## config.mk

```make
export PLATFORM = sky130hd
export DESIGN_NAME = host_word_entry
export DESIGN_NICKNAME = d
export VERILOG_FILES = /design/src/rtl/host_word_entry.sv
export SDC_FILE = /design/constraint.sdc
export NUM_CORES = 1
export LEC_CHECK = 0
export ABC_AREA = 0
export CORE_UTILIZATION = 44
export CTS_BUF_LIST = sky130_fd_sc_hd__clkbuf_8
export CTS_CLUSTER_SIZE = 25
export DETAILED_ROUTE_END_ITERATION = 16
export PLACE_DENSITY = 0.95
export SLEW_MARGIN = 40
export SYNTH_ARGS = -nofsm -noshare
export SYNTH_HDL_FRONTEND = slang
export SYNTH_SLANG_ARGS = --single-unit
export TNS_END_PERCENT = 100
```

## constraint.sdc

```tcl
create_clock -name clk -period 7.6 [get_ports clk]
set_clock_uncertainty 0.2 [all_clocks]
set_input_delay 1.14 -clock clk [delete_from_list [all_inputs] [get_ports clk]]
set_output_delay 1.14 -clock clk [all_outputs]
set_load 0.05 [all_outputs]
```

## src/rtl/host_word_entry.sv

```systemverilog
// host_word_entry: collects the host's secret word from keypad events,
// supports delete/enter, locks the word for the round and echoes progress
// on a 16-character host LCD row.
// Optional build macro: WORD_ENTRY_NODUP_EN (refuse repeated letters).
module host_word_entry #(
    parameter int         WORD_LEN = 5,
    parameter logic [7:0] KEY_DEL  = 8'h2A,
    parameter logic [7:0] KEY_ENT  = 8'h23
) (
    input  logic                  clk,
    input  logic                  nRst,
    input  logic                  key_valid,
    input  logic [7:0]            key_data,
    input  logic                  game_end,
    output logic [8*WORD_LEN-1:0] set_word,
    output logic                  word_valid,
    output logic                  word_load,
    output logic [3:0]            letter_count,
    output logic                  key_reject,
    output logic [127:0]          entry_row
);

    typedef enum logic [1:0] {
        ENTRY,
        FULL,
        LOCKED
    } state_t;

    localparam logic [3:0]  LEN    = 4'(WORD_LEN);
    localparam logic [47:0] PREFIX = "WORD: ";

    state_t                     state_q, state_d;
    logic [WORD_LEN-1:0][7:0]   word_q, word_d;
    logic [3:0]                 count_q, count_d;
    logic                       key_prev_q;
    logic                       load_q, load_d;
    logic                       reject_q, reject_d;

    logic                       key_evt;
    logic                       is_letter;
    logic [7:0]                 folded;
    logic                       is_dup;

    // A held key_valid only counts once: act on its rising edge.
    assign key_evt   = key_valid & ~key_prev_q;
    assign is_letter = ((key_data >= 8'h41) && (key_data <= 8'h5A)) ||
                       ((key_data >= 8'h61) && (key_data <= 8'h7A));
    assign folded    = key_data & 8'hDF;

`ifdef WORD_ENTRY_NODUP_EN
    // Flag a letter that already appears among the stored letters.
    always_comb begin
        is_dup = 1'b0;
        for (int i = 0; i < WORD_LEN; i++) begin
            if ((4'(i) < count_q) && (word_q[i] == folded)) begin
                is_dup = 1'b1;
            end
        end
    end
`else
    assign is_dup = 1'b0;
`endif

    // Next-state and buffer update; game_end overrides any key in the same cycle.
    always_comb begin
        state_d  = state_q;
        word_d   = word_q;
        count_d  = count_q;
        load_d   = 1'b0;
        reject_d = 1'b0;
        if (game_end) begin
            state_d = ENTRY;
            word_d  = '0;
            count_d = '0;
        end else if (key_evt) begin
            case (state_q)
                ENTRY: begin
                    if (key_data == KEY_DEL) begin
                        if (count_q != 4'd0) begin
                            for (int i = 0; i < WORD_LEN; i++) begin
                                if (4'(i) == (count_q - 4'd1)) begin
                                    word_d[i] = 8'h00;
                                end
                            end
                            count_d = count_q - 4'd1;
                        end else begin
                            reject_d = 1'b1;
                        end
                    end else if (is_letter && !is_dup) begin
                        for (int i = 0; i < WORD_LEN; i++) begin
                            if (4'(i) == count_q) begin
                                word_d[i] = folded;
                            end
                        end
                        count_d = count_q + 4'd1;
                        if (count_q == (LEN - 4'd1)) begin
                            state_d = FULL;
                        end
                    end else begin
                        reject_d = 1'b1;
                    end
                end
                FULL: begin
                    if (key_data == KEY_ENT) begin
                        state_d = LOCKED;
                        load_d  = 1'b1;
                    end else if (key_data == KEY_DEL) begin
                        word_d[WORD_LEN-1] = 8'h00;
                        count_d            = LEN - 4'd1;
                        state_d            = ENTRY;
                    end else begin
                        reject_d = 1'b1;
                    end
                end
                default: begin
                end
            endcase
        end
    end

    // State, buffer and pulse registers.
    always_ff @(posedge clk or negedge nRst) begin
        if (!nRst) begin
            state_q    <= ENTRY;
            word_q     <= '0;
            count_q    <= '0;
            key_prev_q <= 1'b0;
            load_q     <= 1'b0;
            reject_q   <= 1'b0;
        end else begin
            state_q    <= state_d;
            word_q     <= word_d;
            count_q    <= count_d;
            key_prev_q <= key_valid;
            load_q     <= load_d;
            reject_q   <= reject_d;
        end
    end

    // Pack letters so letter 0 lands in the most significant byte.
    always_comb begin
        set_word = '0;
        for (int i = 0; i < WORD_LEN; i++) begin
            set_word[8*(WORD_LEN-1-i) +: 8] = word_q[i];
        end
    end

    // LCD row: prefix, letters or underscores, masked with '*' once locked.
    always_comb begin
        entry_row = {16{8'h20}};
        for (int c = 0; c < 6; c++) begin
            entry_row[127-8*c -: 8] = PREFIX[47-8*c -: 8];
        end
        for (int i = 0; i < WORD_LEN; i++) begin
            if (4'(i) < count_q) begin
                entry_row[127-8*(6+i) -: 8] = (state_q == LOCKED) ? 8'h2A : word_q[i];
            end else begin
                entry_row[127-8*(6+i) -: 8] = 8'h5F;
            end
        end
    end

    assign word_valid   = (state_q == LOCKED);
    assign word_load    = load_q;
    assign key_reject   = reject_q;
    assign letter_count = count_q;

endmodule

```

After elaboration in Yosys (flattened, before gate mapping)
Cells that the tools add are included.
Storage, ports and cells
  memories: 0
  register bits: 49
  RAM bits: 0
  bits in read-only memories: 0
  output and inout bits: 175
  latch bits: 0
  input port bits: 12
Operators by class
  $lt $le $gt $ge: 9
  muxes and demuxes: 57
  reductions and logical operators: 22
  bitwise operators: 2
  add/subtract/negate cells: 2
  div/mod/pow operators: 0
  shifts and indexed selects: 0
  $mul: 0
  equal/unequal tests: 28
Operator list (number)
  2-to-1 mux 40 bit: 5
  2-to-1 mux 8 bit: 22
  AND reduction 6 bit: 6
  2-to-1 mux 32 bit: 1
  2-to-1 mux 4 bit: 7
  != test 4 bit (second input constant): 5
  nonzero test 3 bit: 6
  equality test 2 x 4 -> 1 bit (first input constant): 4
  equality test 8 x 6 -> 1 bit (second input constant): 2
  >= comparator 8 x 7 -> 1 bit (second input constant): 2
  less-or-equal comparator 8 x 7 -> 1 bit (second input constant): 2
  one-hot mux 8 bit (2 select lines): 1
  != test 3 x 2 -> 1 bit (second input constant): 5
  != test 3 bit (second input constant): 5
  2-to-1 mux 2 bit: 7
  2-to-1 mux 1 bit: 11
  equality test 1 x 4 -> 1 bit (first input constant): 2
  equality test 3 x 4 -> 1 bit (first input constant): 2
  zero test 4 bit: 2
  < comparator 1 x 4 -> 1 bit (first input constant): 2
  < comparator 2 x 4 -> 1 bit (first input constant): 2
  one-hot mux 4 bit (2 select lines): 1
  AND reduction 8 bit: 1
  adder 4 x 1 -> 4 bit (second input constant): 1
  other kinds (14): 16

Logic depth before layout (Yosys ltp)
  depth in word-level cells: 8
  depth in mapped cells: 8
  depth with buffers taken out: 7

Least setup slack after synthesis
OpenSTA, ideal clock, no wires.
  kind: register to output
  start: register state_q[0]
  end: output port entry_row[47]
  cell stages (with the launch flop): 7
  required time: 6.260 ns
  setup slack: 3.575 ns
  arrival time: 2.685 ns
  path buffers: 3
  cells stage by stage: dfrtp_1 -> clkbuf_1 -> nand2b_1 -> clkbuf_1 -> inv_1 -> clkbuf_1 -> nor3b_1
On the way
  cells in the longest elaborated chain, start to end: 3
Ends and longest elaborated chain
  start: declaration: RTL line 32  | state_t state_q, state_d;
  start signal: assignment: RTL line 131  | state_q <= state_d;
  equality test 2 bit
  via word_valid: RTL line 16  | output logic word_valid,
  2-to-1 mux 8 bit: RTL line 156  | entry_row[127-8*(6+i) -: 8] = (state_q == LOCKED) ? 8'h2A : word_q[i];
  2-to-1 mux 8 bit: RTL line 155  | if (4'(i) < count_q) begin
  end: declaration: RTL line 20  | output logic [127:0] entry_row
The timed path passes the listed nets, and every way through them passes these cells.

Worst setup path in the final report
  start: register state_q[0]
  end: output port entry_row[63]
On the way
  cells in the longest elaborated chain, start to end: 3
Ends and longest elaborated chain (RTL line)
  equality test 2 bit: 156
  2-to-1 mux 8 bit: 156
  2-to-1 mux 8 bit: 155
No other way between the ends.

==> flow_summary.toml <==
[run_status]
status = "finished, final reports clean"

[worst_setup_path]
crit_type = "reg -> out"
crit_path_start_kind = "flip-flop"
crit_path_max_fanout = 27
worst_ep_arrival_time_ns = 2.99
endpoint_kind = "output port"
crit_required_ns = 6.26

[power_and_ir_drop]
swShare_pct = 55.5
pwr-share-comb_pct = 65.1
pwr_density_cell_nw_per_um2 = 314
seqPwrFrac_pct = 20.6
clockPowerShare_pct = 14.3
p_switching_mw = 0.738
p_leak_nw = 1.97
power.internal_mw = 0.592
vdd_ir_drop_max_mv = 0.190

[cts]
clk_pin_slew_ns = 0.09
cts_buffers = 5
postCtsHoldBufs = 0
cts_tree = "yes"
cts.htree.levels = 2
root_buffer = "clkbuf_8"
postCtsSetupRepairBufs = 0
ctsResizeCount = 0
clock_latency_ns = 0.30
cts_sinks = 44
clockBufferDepth = 2

[global_routing]
globalRoute.busiestLayer = "met2"
antenna_found_initial = 0
grtUsageMet2_pct = 37.5
grt_overflow = 0
track_usage_pct = 22.5
grt_start_max_net_pins = 45
grt_pass1_vias = 2756
grt_pass1_wl_um = 14600
use_met1_pct = 29.7
grt.met3_usage_pct = 3.28

[synth]
async_flop_share_pct = 100
synth_top_family_by_area = "buffers and inverters"
synth_ff_type = "dfrtp_1"
synth_cell_types = 59
synthSimpleGateAreaFrac_pct = 20.0
avgSynthCellArea_um2 = 8.94
ys_warn_count = 0
ys_seq_area_share_pct = 31.6
synthXorXnorAreaFrac_pct = 0.503
synthAdderAreaFrac_pct = 2.52
synth_seq_cells = 44
synth_edf_count = 0
synth_compound_area_share_pct = 15.8
synth.area.mux_share_pct = 5.11
syn_inst = 389
syn_area_um2 = 3480

[floorplanning]
die_h_um = 90.9
die_w_um = 90.9
dieArea_um2 = 8270
core-area_um2 = 7690
ios = 187
start_util_pct = 45.3
fp-row-count = 32

[timing]
rsz0062_at_grt = "no"
clock.fmax_ghz = 0.231
period_share_pct = 56.9
setup_viol = 0
min_period_ns = 4.33
drv_slew = 0
fin_tns_setup_ns = 0
slew_headroom_pct = 54.5
worstMarginPinSlew_ns = 0.678
hold_viol = 0

[placed_design]
dp_hpwl_um = 7030
dp_cells = 567
gp_congestion = 0.880
numPortBuffers = 93

[flow_run]
max-cap-violations = 0

[routing]
ant_nets = 0
drc = 0
drtPass1Iterations = 5
drt-total-wl_um = 9480
drtIter0Drc = 207
vias = 2965
wl_per_cell_um = 16.5
vias_per_cell = 5.16

[final_layout]
final_cell_mix = "93 x conb_1, 91 x clkdlybuf4s50_1, 44 x dfrtp_1"
num_antenna_cells = 0
finalNonFillerCells = 575
layout_commonest_cell = "conb_1"
fin_nets = 491
layout-drive-gt1-share_pct = 5.71
syn2layout_area_growth_pct = 21.8

[worst_hold_path]
hp-class = "reg -> reg"
-- power groups by stage --
stage / clock network (mW) / logic, mW / registers [mW]
after floorplan: 0 / 0.618 / 0.312
after global placement: 0 / 0.850 / 0.277
after detailed placement: 0 / 0.861 / 0.278
after CTS: 0.190 / 0.864 / 0.274
after global routing: 0.199 / 0.897 / 0.278
final: 0.190 / 0.866 / 0.274
-- cell families after synthesis --
kind of cell	count (synthesis)
buffers and inverters	128
AND/OR/NAND/NOR	119
AO/OA/AOI/OAI	70
flip-flops	44
multiplexers	17
adder cells (fa/ha/maj)	7
other	2
XOR/XNOR	2
-- state kept, by name, indices dropped and copies added (netlist names) --
register and count:
word_load 1, set_word 35, letter_count 4, key_prev_q 1, state_q 2, key_reject 1
-- final cells by class --
cell class                      instances  area [µm²]
Fill cell                             678        3450
Timing Repair Buffer                   95         938
Inverter                               18        67.6
Tap cell                              102         128
Clock inverter                          3        47.5
Multi-Input combinational cell        308        1890
Clock buffer                            5        68.8
Sequential cell                        44        1100
-- synth_stat cells, types with 4 or more instances --
library cell / number / share of area (%)
and3_1: 4 / 0.72
nor3b_1: 7 / 1.5
a21o_1: 17 / 3.7
o22ai_1: 7 / 1.3
nand2_1: 23 / 2.5
mux2i_1: 14 / 4.0
o21ai_0: 8 / 1.2
ha_1: 7 / 2.5
dfrtp_1: 44 / 32
buf_4: 93 / 20
clkbuf_1: 13 / 1.4
nor3_1: 9 / 1.3
nand2b_1: 15 / 2.7
nor2_1: 12 / 1.3
inv_1: 18 / 1.9
or3_1: 11 / 2.0
o2bb2ai_1: 5 / 1.3
o32ai_1: 7 / 1.8
a21oi_1: 9 / 1.3
nand3_1: 14 / 2.0
-- metrics by stage --
| stage | util, % | hold slack [ns] | cell area (µm²) | worst slack (ns) | total power, mW |
|---|---|---|---|---|---|
| after detailed placement | 53.6 | 0.334 | 4120 | 3.59 | 1.14 |
| final | 55.1 | 0.355 | 4240 | 3.27 | 1.33 |
| after floorplan | - | 0.404 | 3820 | 3.57 | 0.930 |
| after global placement | 53.5 | 0.313 | 4120 | 3.32 | 1.13 |
| after global routing | 55.1 | 0.371 | 4240 | 3.10 | 1.37 |
| after CTS | 55.1 | 0.355 | 4240 | 3.30 | 1.33 |
-- critical path, cell delays in order (launching register included) --
cell and delay [ns]:
dfrtp_1 0.51, nand2b_2 0.58, inv_1 0.40, nor3b_1 0.34, clkdlybuf4s50_1 0.85
-- worst paths after layout --
check	from	end	slack, ns	cells after the start
worst max-delay path	state_q[0]	entry_row[63]	3.27	4
worst min register to register	set_word[2]	set_word[2]	0.35	2
min in group asynchronous	nRst	set_word[32]	0.63	1
worst min-delay path	set_word[2]	set_word[2]	0.35	2
worst max register to register	letter_count[1]	letter_count[0]	4.45	7
max in group asynchronous	nRst	set_word[24]	6.19	1
-- routing by layer --
layer	part of all wire, %	vias up	routed length, µm
li1	-	1326	-
met1	42	1432	3950
met2	48	186	4510
met3	8.5	21	807
met4	2.3	0	222
met5	0	-	0
Power figures use the tool's default switching activity.
